$ cat config.mk
export PLATFORM = sky130hd
export DESIGN_NAME = clock_reset_sequencer
export DESIGN_NICKNAME = d
export VERILOG_FILES = /design/src/rtl/clock_reset_sequencer.sv
export SDC_FILE = /design/constraint.sdc
export NUM_CORES = 1
export LEC_CHECK = 0
export CORE_MARGIN = 2
export CORE_UTILIZATION = 45
export CTS_CLUSTER_SIZE = 24
export DETAILED_ROUTE_END_ITERATION = 6
export PLACE_DENSITY = 0.67
export SETUP_SLACK_MARGIN = 0.2
export SLEW_MARGIN = 20
export SYNTH_ARGS = -nofsm -noshare
export SYNTH_HDL_FRONTEND = slang
export SYNTH_SLANG_ARGS = --single-unit
$ cat constraint.sdc
create_clock -name CLOCK_50 -period 4.25 [get_ports CLOCK_50]
set_input_delay 0.85 -clock CLOCK_50 [delete_from_list [all_inputs] [get_ports CLOCK_50]]
set_output_delay 0.85 -clock CLOCK_50 [all_outputs]
set_load 0.05 [all_outputs]
$ cat src/rtl/clock_reset_sequencer.sv
// Phase-clock generator and 6502 reset sequencer for the 8-bit computer.
// A single phase counter on CLOCK_50 produces cpu_phi / mem_phi / vid_phi.
// A HOLD -> STRETCH -> RUN machine keeps cpu_res asserted until the CPU has
// seen RES_PHI_CYCLES full phi cycles. A second key gives single-step mode,
// and cycle_cnt counts phi cycles since reset for LED debug.
// DIV must be a multiple of 4 and at least 8.

module clock_reset_sequencer #(
  parameter int DIV             = 50,
  parameter int DEBOUNCE_CYCLES = 1000000,
  parameter int RES_PHI_CYCLES  = 8
) (
  input  logic        CLOCK_50,
  input  logic        res_n,
  input  logic        key_res_n,
  input  logic        key_step_n,
  input  logic        run_mode,
  output logic        cpu_phi,
  output logic        mem_phi,
  output logic        vid_phi,
  output logic        cpu_res,
  output logic [31:0] cycle_cnt
);

  // ------------------------------------------------------------------
  // Widths and phase decode points
  // ------------------------------------------------------------------
  localparam int CW  = $clog2(DIV);
  localparam int DBW = $clog2(DEBOUNCE_CYCLES + 1);
  localparam int SW  = $clog2(RES_PHI_CYCLES + 1);

  localparam logic [CW-1:0]  CNT_LAST     = CW'(DIV - 1);
  localparam logic [CW-1:0]  CNT_RISE_PRE = CW'(DIV / 2 - 1);
  localparam logic [CW-1:0]  CNT_HALF     = CW'(DIV / 2);
  localparam logic [CW-1:0]  CNT_Q1       = CW'(DIV / 4);
  localparam logic [CW-1:0]  CNT_Q3       = CW'((3 * DIV) / 4);
  localparam logic [DBW-1:0] DEB_LAST     = DBW'(DEBOUNCE_CYCLES - 1);
  localparam logic [SW-1:0]  STRETCH_DONE = SW'(RES_PHI_CYCLES);

  typedef enum logic [1:0] {
    ST_HOLD,
    ST_STRETCH,
    ST_RUN
  } state_t;

  // ------------------------------------------------------------------
  // Key conditioning: bit 0 = reset key, bit 1 = step key
  // ------------------------------------------------------------------
  logic [1:0] key_raw;
  logic [1:0] key_deb;

  assign key_raw = {key_step_n, key_res_n};

  genvar gi;
  generate
    for (gi = 0; gi < 2; gi++) begin : g_key
      logic           sync1_reg;
      logic           sync2_reg;
      logic           deb_reg;
      logic [DBW-1:0] deb_cnt_reg;

      // Two-flop synchronizer, then accept a new level only after it has
      // been stable (and different) for DEBOUNCE_CYCLES consecutive cycles.
      always_ff @(posedge CLOCK_50) begin
        if (!res_n) begin
          sync1_reg   <= 1'b1;
          sync2_reg   <= 1'b1;
          deb_reg     <= 1'b1;
          deb_cnt_reg <= '0;
        end else begin
          sync1_reg <= key_raw[gi];
          sync2_reg <= sync1_reg;
          if (sync2_reg != deb_reg) begin
            if (deb_cnt_reg == DEB_LAST) begin
              deb_reg     <= sync2_reg;
              deb_cnt_reg <= '0;
            end else begin
              deb_cnt_reg <= deb_cnt_reg + DBW'(1);
            end
          end else begin
            // Any bounce back to the accepted level restarts the count.
            deb_cnt_reg <= '0;
          end
        end
      end

      assign key_deb[gi] = deb_reg;
    end
  endgenerate

  // ------------------------------------------------------------------
  // Step key falling-edge detect on the debounced level
  // ------------------------------------------------------------------
  logic step_prev_reg;
  logic step_fall;

  // Remember last debounced step level to find its falling edge.
  always_ff @(posedge CLOCK_50) begin
    if (!res_n) begin
      step_prev_reg <= 1'b1;
    end else begin
      step_prev_reg <= key_deb[1];
    end
  end

  assign step_fall = step_prev_reg & ~key_deb[1];

  // ------------------------------------------------------------------
  // Phase counter / reset sequencer state
  // ------------------------------------------------------------------
  state_t        state_reg, state_next;
  logic [CW-1:0] cnt_reg, cnt_next;
  logic [SW-1:0] stretch_reg, stretch_next;
  logic [31:0]   cycle_cnt_reg, cycle_cnt_next;
  logic          cpu_phi_reg, cpu_phi_next;
  logic          mem_phi_reg, mem_phi_next;
  logic          vid_phi_reg, vid_phi_next;
  logic          cpu_res_reg, cpu_res_next;

  logic advance;
  logic phi_rise;
  logic phi_wrap;

  // The counter moves whenever it is free running (HOLD/STRETCH or
  // run_mode=1), while a period is already under way (cnt != 0, which also
  // finishes a period after run_mode drops), or on a step edge while parked.
  // A step edge in any other situation has no effect, so it is never queued.
  assign advance  = (state_reg != ST_RUN) || run_mode ||
                    (cnt_reg != '0) || step_fall;
  assign phi_rise = advance && (cnt_reg == CNT_RISE_PRE);
  assign phi_wrap = advance && (cnt_reg == CNT_LAST);

  // Next-state: phase counter, reset FSM, stretch count and cycle counter.
  always_comb begin
    state_next     = state_reg;
    cnt_next       = cnt_reg;
    stretch_next   = stretch_reg;
    cycle_cnt_next = cycle_cnt_reg;

    if (advance) begin
      cnt_next = phi_wrap ? '0 : cnt_reg + CW'(1);
    end

    case (state_reg)
      ST_HOLD: begin
        stretch_next = '0;
        if (key_deb[0]) begin
          state_next = ST_STRETCH;
        end
      end
      ST_STRETCH: begin
        if (phi_rise && (stretch_reg != STRETCH_DONE)) begin
          stretch_next = stretch_reg + SW'(1);
        end
        // Release only on a period boundary so the CPU starts on a whole cycle.
        if (phi_wrap && (stretch_reg == STRETCH_DONE)) begin
          state_next   = ST_RUN;
          stretch_next = '0;
        end
      end
      ST_RUN: begin
        if (phi_rise) begin
          cycle_cnt_next = cycle_cnt_reg + 32'd1;
        end
      end
      default: begin
        state_next   = ST_HOLD;
        stretch_next = '0;
      end
    endcase

    // A pressed reset key wins over everything and restarts the stretch.
    if (!key_deb[0]) begin
      state_next   = ST_HOLD;
      stretch_next = '0;
    end

    if (state_next != ST_RUN) begin
      cycle_cnt_next = '0;
    end

    cpu_phi_next = (cnt_next >= CNT_HALF);
    mem_phi_next = (cnt_next >= CNT_Q1) && (cnt_next < CNT_Q3);
    vid_phi_next = ~cpu_phi_next;
    cpu_res_next = (state_next != ST_RUN);
  end

  // State and output registers; outputs are decoded from the next count so
  // they line up with cnt_reg with no logic after the flops.
  always_ff @(posedge CLOCK_50) begin
    if (!res_n) begin
      state_reg     <= ST_HOLD;
      cnt_reg       <= '0;
      stretch_reg   <= '0;
      cycle_cnt_reg <= '0;
      cpu_phi_reg   <= 1'b0;
      mem_phi_reg   <= 1'b0;
      vid_phi_reg   <= 1'b1;
      cpu_res_reg   <= 1'b1;
    end else begin
      state_reg     <= state_next;
      cnt_reg       <= cnt_next;
      stretch_reg   <= stretch_next;
      cycle_cnt_reg <= cycle_cnt_next;
      cpu_phi_reg   <= cpu_phi_next;
      mem_phi_reg   <= mem_phi_next;
      vid_phi_reg   <= vid_phi_next;
      cpu_res_reg   <= cpu_res_next;
    end
  end

  assign cpu_phi   = cpu_phi_reg;
  assign mem_phi   = mem_phi_reg;
  assign vid_phi   = vid_phi_reg;
  assign cpu_res   = cpu_res_reg;
  assign cycle_cnt = cycle_cnt_reg;

endmodule

==> metrics.yaml, run 1 <==
die-area_um2: 10560
antenna_found_initial: 0
crit_type: "register to primary output"
vias: 3543
synth_top_area_cell: "dfxtp_1"
post-dp-hpwl_um: 5870
r2r-start: "g_key[1].deb_cnt_reg[2]"
io_buffers: 40
cts.sink_count: 95
synth_commonest_cells: "dfxtp_1 (95), nor2_1 (87), xnor2_1 (45), nand3_1 (36), nand2_1 (31)"
hold_path.class: "register to register"
fin_crit_sh_pct: 59.15
leakage_uw: 0.001518
synth_compound_area_share_pct: 5.731
hold_start: "g_key[0].sync1_reg"
tightestPinTransition_ps: 897.9
wire_per_inst_um: 12.51
crit_path_end_kind: "primary output"
dr.pass1.iters: 4
hold_depth: 1
grt_max_degree: 23
power_density_nw_per_um2: 314.2
crit_family: "buffers and inverters"
clkLatencyLatePin_ps: 380
critical_path_required_ps: 3400
syn_area_per_cell_um2: 8.570
grt_first_pass_wirelength_um: 14680
drive_gt1_share_pct: 4.918
drt_wl_total_um: 8535
synthAdderAreaFrac_pct: 2.281
clockRootBuffer: "clkbuf_8"
holdBufCountCts: 0
largest_reg_flops: 40
r2r-end: "g_key[1].deb_cnt_reg[19]"
ioPinCount: 41
fmax_mhz: 397.8
synth_top_family_by_area: "simple AND/OR/NAND/NOR gates"
synth-xor-area-share_pct: 13.57
syn_inst: 512
ff2ff_path_depth: 5
clk_path_buf_depth: 2
cp-start-kind: "register"
cts_htree_levels: 3
diodes: 0
core_area_um2: 9639
synth_most_common_cell: "dfxtp_1"
post_cts_resized: 0
synth_top_area_share_pct: 43.34
ir_drop_mv: 0.1836
rsz0062_at_grt: "false"
timing.hold.ws_ps: 411.1
drt_iter0_drc: 101
async_flop_share_pct: 0
worstHoldEndpoint: "g_key[0].sync2_reg"
finalNetCount: 558
cp_slowest_cell: "clkdlybuf4s50_1"
syn_nets: 525
outcome: "finished, final reports clean"
netlist_area_um2: 4388
ys_ff_latch: 95
cpPeakStageDelay_ps: 840
final.setup.tns_ps: 0
yosys.area_share.simple_pct: 30.34
final-setup-viol-count: 0
die_w_um: 102.7
drc: 0
cts_tree: "yes"
synthTopCellsByArea: "dfxtp_1 (43%), xnor2_1 (9.0%), nor2_1 (7.4%), xor2_1 (4.6%), nand3_1 (4.1%)"
grt_pass1_vias: 3324
via_per_inst: 5.195
grt_usage_pct: 17.38
num-fill-cells: 920
muxShareOfSynthArea_pct: 0.9125
slew_headroom_pct: 39.59
start_util_pct: 45.52
die_h_um: 102.7
ant_nets: 0
synth_cell_type_count: 53
hold_viol: 0
fin_skew_ps: 11.51
row_count: 36
cts_setup_buffers: 0
cp_num_buf_inv: 1
yosys_warnings: 0
synthToLayoutAreaGrowth_pct: 16.17
ys.flop_type: "dfxtp_1"
numCtsBuffers: 9
worstPathArrival_ps: 1660
min_period_ps: 2514
synth-seq-area-share_pct: 43.34
worstPathMaxFanout: 6
overflow: 0
crit_chain: "clkdlybuf4s50_1"
final_max_slew_viol_count: 0
synth_edf_count: 0
clkTransAtPathRegs_ps: 90
place_congestion: 0.7772
max_cap_violations: 0
r2r_slack_ps: 1850
## how the worst max path moves through the flow
| stage | from | to | slack, ps | depth (start not counted) |
|---|---|---|---|---|
| after CTS | cycle_cnt[10] | cycle_cnt[10] | 1710 | 1 |
| final | cycle_cnt[6] | cycle_cnt[6] | 1740 | 1 |
| after floorplan | run_mode | cpu_phi | 2040 | 5 |
| after global placement | res_n | cycle_cnt[19] | 1500 | 6 |
| after global routing | g_key[1].deb_cnt_reg[2] | g_key[1].deb_cnt_reg[3] | 1580 | 5 |
| after detailed placement | run_mode | cpu_phi | 1470 | 6 |
## layout by cell type, fill, tap and decap left out, types with 7 or more instances in the layout
master	count
dfxtp_1	95
nor2_1	87
xnor2_1	45
clkdlybuf4s50_1	40
nand3_1	36
nand2_1	31
xor2_1	23
inv_1	20
nor3_1	18
nor4_1	18
nand4_1	14
clkbuf_8	10
a21oi_1	9
and3_1	8
ha_1	8
nand2b_1	7
o21ai_0	7
or3_1	7
## cell families (layout without fill, tap and decap cells)
group,count (synthesis),count (layout)
xor gates and xnor gates,68,68
DFF,95,95
adders and majority gates,8,8
and+or+nand+nor,262,262
muxes,4,4
buffers and inverters,40,77
AOI/OAI and AO/OA,35,35
## final cells by class
type,instances,area [µm²],area share (%)
multi-input combinational,377,2318,45.48
timing repair buffer,42,415.4,8.149
sequential,95,1902,37.31
clock buffer,10,137.6,2.700
inverter,20,75.07,1.473
clock inverter,5,82.58,1.620
tap,133,166.4,3.265
## metal layers
layer | GRT usage [%] | part of all wire [%]
met5 | 0 | 0
met1 | 21.88 | 48
met3 | 4.339 | 2.8
met4 | 6.579 | 1.6
met2 | 28.86 | 48
## stage by stage
stage	total power, µW	instances	utilization [%]	setup slack [ps]	area (µm²)
final	1601	682	52.88	1736	5097
after CTS	1625	682	52.88	1708	5097
after detailed placement	962.7	667	50.60	1467	4877
after global placement	961.7	667	50.60	1498	4877
after global routing	1656	682	52.88	1579	5097
after floorplan	952.6	512	-	2035	4388
## where the power goes
part	total, µW	leakage [µW]	switching [µW]	internal (µW)
logic	41.0	0.000650	21.8	19.2
clock network	659	0.000101	316	344
registers	901	0.000767	6.45	895
total	1600	0.00152	344	1260
No activity file was read; power rests on OpenSTA's default activity.
==> run 2: changes to the inputs <==
Clock period 4.25 ns to 2.6 ns, I/O delays scaled along.
==> run 2 against run 1 <==
  * Worst setup slack got worse by 1400 ps
  * Clock power rose by 50%
  * Wire length fell by 1.0%
==> metrics.yaml, run 2 (synthesis results as in run 1) <==
critical_path_required_ps: 2860
grt_usage_pct: 17.37
hold_viol: 0
drc: 0
post-dp-hpwl_um: 5992
clkLatencyLatePin_ps: 370
max_cap_violations: 0
crit_family: "simple AND/OR/NAND/NOR gates"
cts_setup_buffers: 0
final_common_cell: "dfxtp_1"
holdBufCountCts: 0
clk_path_buf_depth: 2
final-setup-viol-count: 0
numCtsBuffers: 9
tightestPinTransition_ps: 567.5
largest_reg_flops: 40
leakage_uw: 0.001552
core_area_um2: 9639
fin_skew_ps: 10.63
place_congestion: 0.8082
worstPathMaxFanout: 8
slew_headroom_pct: 61.96
finalPower_uw: 2529
ioPinCount: 41
cp_slowest_cell: "or3_2"
post_cts_resized: 0
drt_iter0_drc: 99
outcome: "finished, final reports clean"
ir_drop_mv: 0.2565
fmax_mhz: 451.6
ant_nets: 0
wire_per_inst_um: 12.26
final_cell_mix: "dfxtp_1 (95), nor2_1 (87), xnor2_1 (45)"
rsz0062_at_grt: "false"
row_count: 36
cp-start-kind: "register"
power_density_nw_per_um2: 493.5
hold_path.class: "register to register"
clockRootBuffer: "clkbuf_8"
start_util_pct: 45.52
grt_pass1_vias: 3380
antenna_found_initial: 0
num-fill-cells: 929
final.setup.tns_ps: 0
die_h_um: 102.7
worstPathArrival_ps: 2480
drt_wl_total_um: 8450
overflow: 0
die_w_um: 102.7
dr.pass1.iters: 5
cts_tree: "yes"
via_per_inst: 5.120
grt_max_degree: 21
finalNetCount: 565
diodes: 0
crit_path_end_kind: "register"
grt_first_pass_wirelength_um: 14850
clkTransAtPathRegs_ps: 100
drive_gt1_share_pct: 6.115
cts_htree_levels: 3
timing.hold.ws_ps: 413.5
io_buffers: 40
cp_num_buf_inv: 1
cts.sink_count: 95
fin_crit_sh_pct: 85.17
min_period_ps: 2214
final_max_slew_viol_count: 0
crit_chain: "inv_1, ha_1, or3b_4, or3_2, a31oi_1, o22a_1, nor2_1"
crit_type: "register to register"
die-area_um2: 10560
vias: 3528
cpPeakStageDelay_ps: 510
synthToLayoutAreaGrowth_pct: 16.80
## run 2: cell types whose count changed in the layout (fill, tap and decap cells not counted), sizes merged
cell	previous run	this run
buf	2	9
bufinv	2	1
clkinv	0	3
clkinvlp	3	0
inv	20	21
## run 2: final timing paths
path	start	to	slack [ps]	cells past startpoint
worst max-delay path	cnt_reg[0]	stretch_reg[1]	390	7
worst min-delay path	g_key[1].sync1_reg	g_key[1].sync2_reg	410	1
worst max register to register	cnt_reg[0]	stretch_reg[1]	390	7
worst min register to register	g_key[1].sync1_reg	g_key[1].sync2_reg	410	1
## run 2: routing by layer
metal  track usage [%]  vias up  routed length (µm)
li1                  -     1832                   -
met1             22.65     1644                4176
met2             28.31       42                3894
met3             3.932       10                 257
met4             6.377        0                 122
met5                 0        -                   0
## run 2: layout make-up
| class | count | area [µm²] | share of cell area [%] |
|---|---|---|---|
| clock inverter | 5 | 57.56 | 1.123 |
| sequential | 95 | 1902 | 37.11 |
| multi-input combinational | 377 | 2318 | 45.24 |
| tap | 133 | 166.4 | 3.247 |
| inverter | 20 | 75.07 | 1.465 |
| clock buffer | 10 | 137.6 | 2.686 |
| timing repair buffer | 49 | 467.9 | 9.131 |
## run 2: power by group
| part | total (µW) | internal (µW) | switching [µW] | leakage (µW) |
|---|---|---|---|---|
| clock | 988 | 468 | 520 | 0.000103 |
| sequential | 1470 | 1460 | 11.5 | 0.000767 |
| combinational | 67.0 | 31.9 | 35.1 | 0.000682 |
## run 2: metrics by stage
step | setup slack (ps) | utilization, % | area [µm²] | cells
2_1_floorplan | 548.8 | - | 4388 | 512
3_3_place_gp | 337.1 | 51.14 | 4930 | 674
3_5_place_dp | 306.7 | 51.14 | 4930 | 674
4_1_cts | 409.5 | 53.17 | 5125 | 689
5_1_grt | 254.7 | 53.17 | 5125 | 689
6_report | 385.6 | 53.17 | 5125 | 689
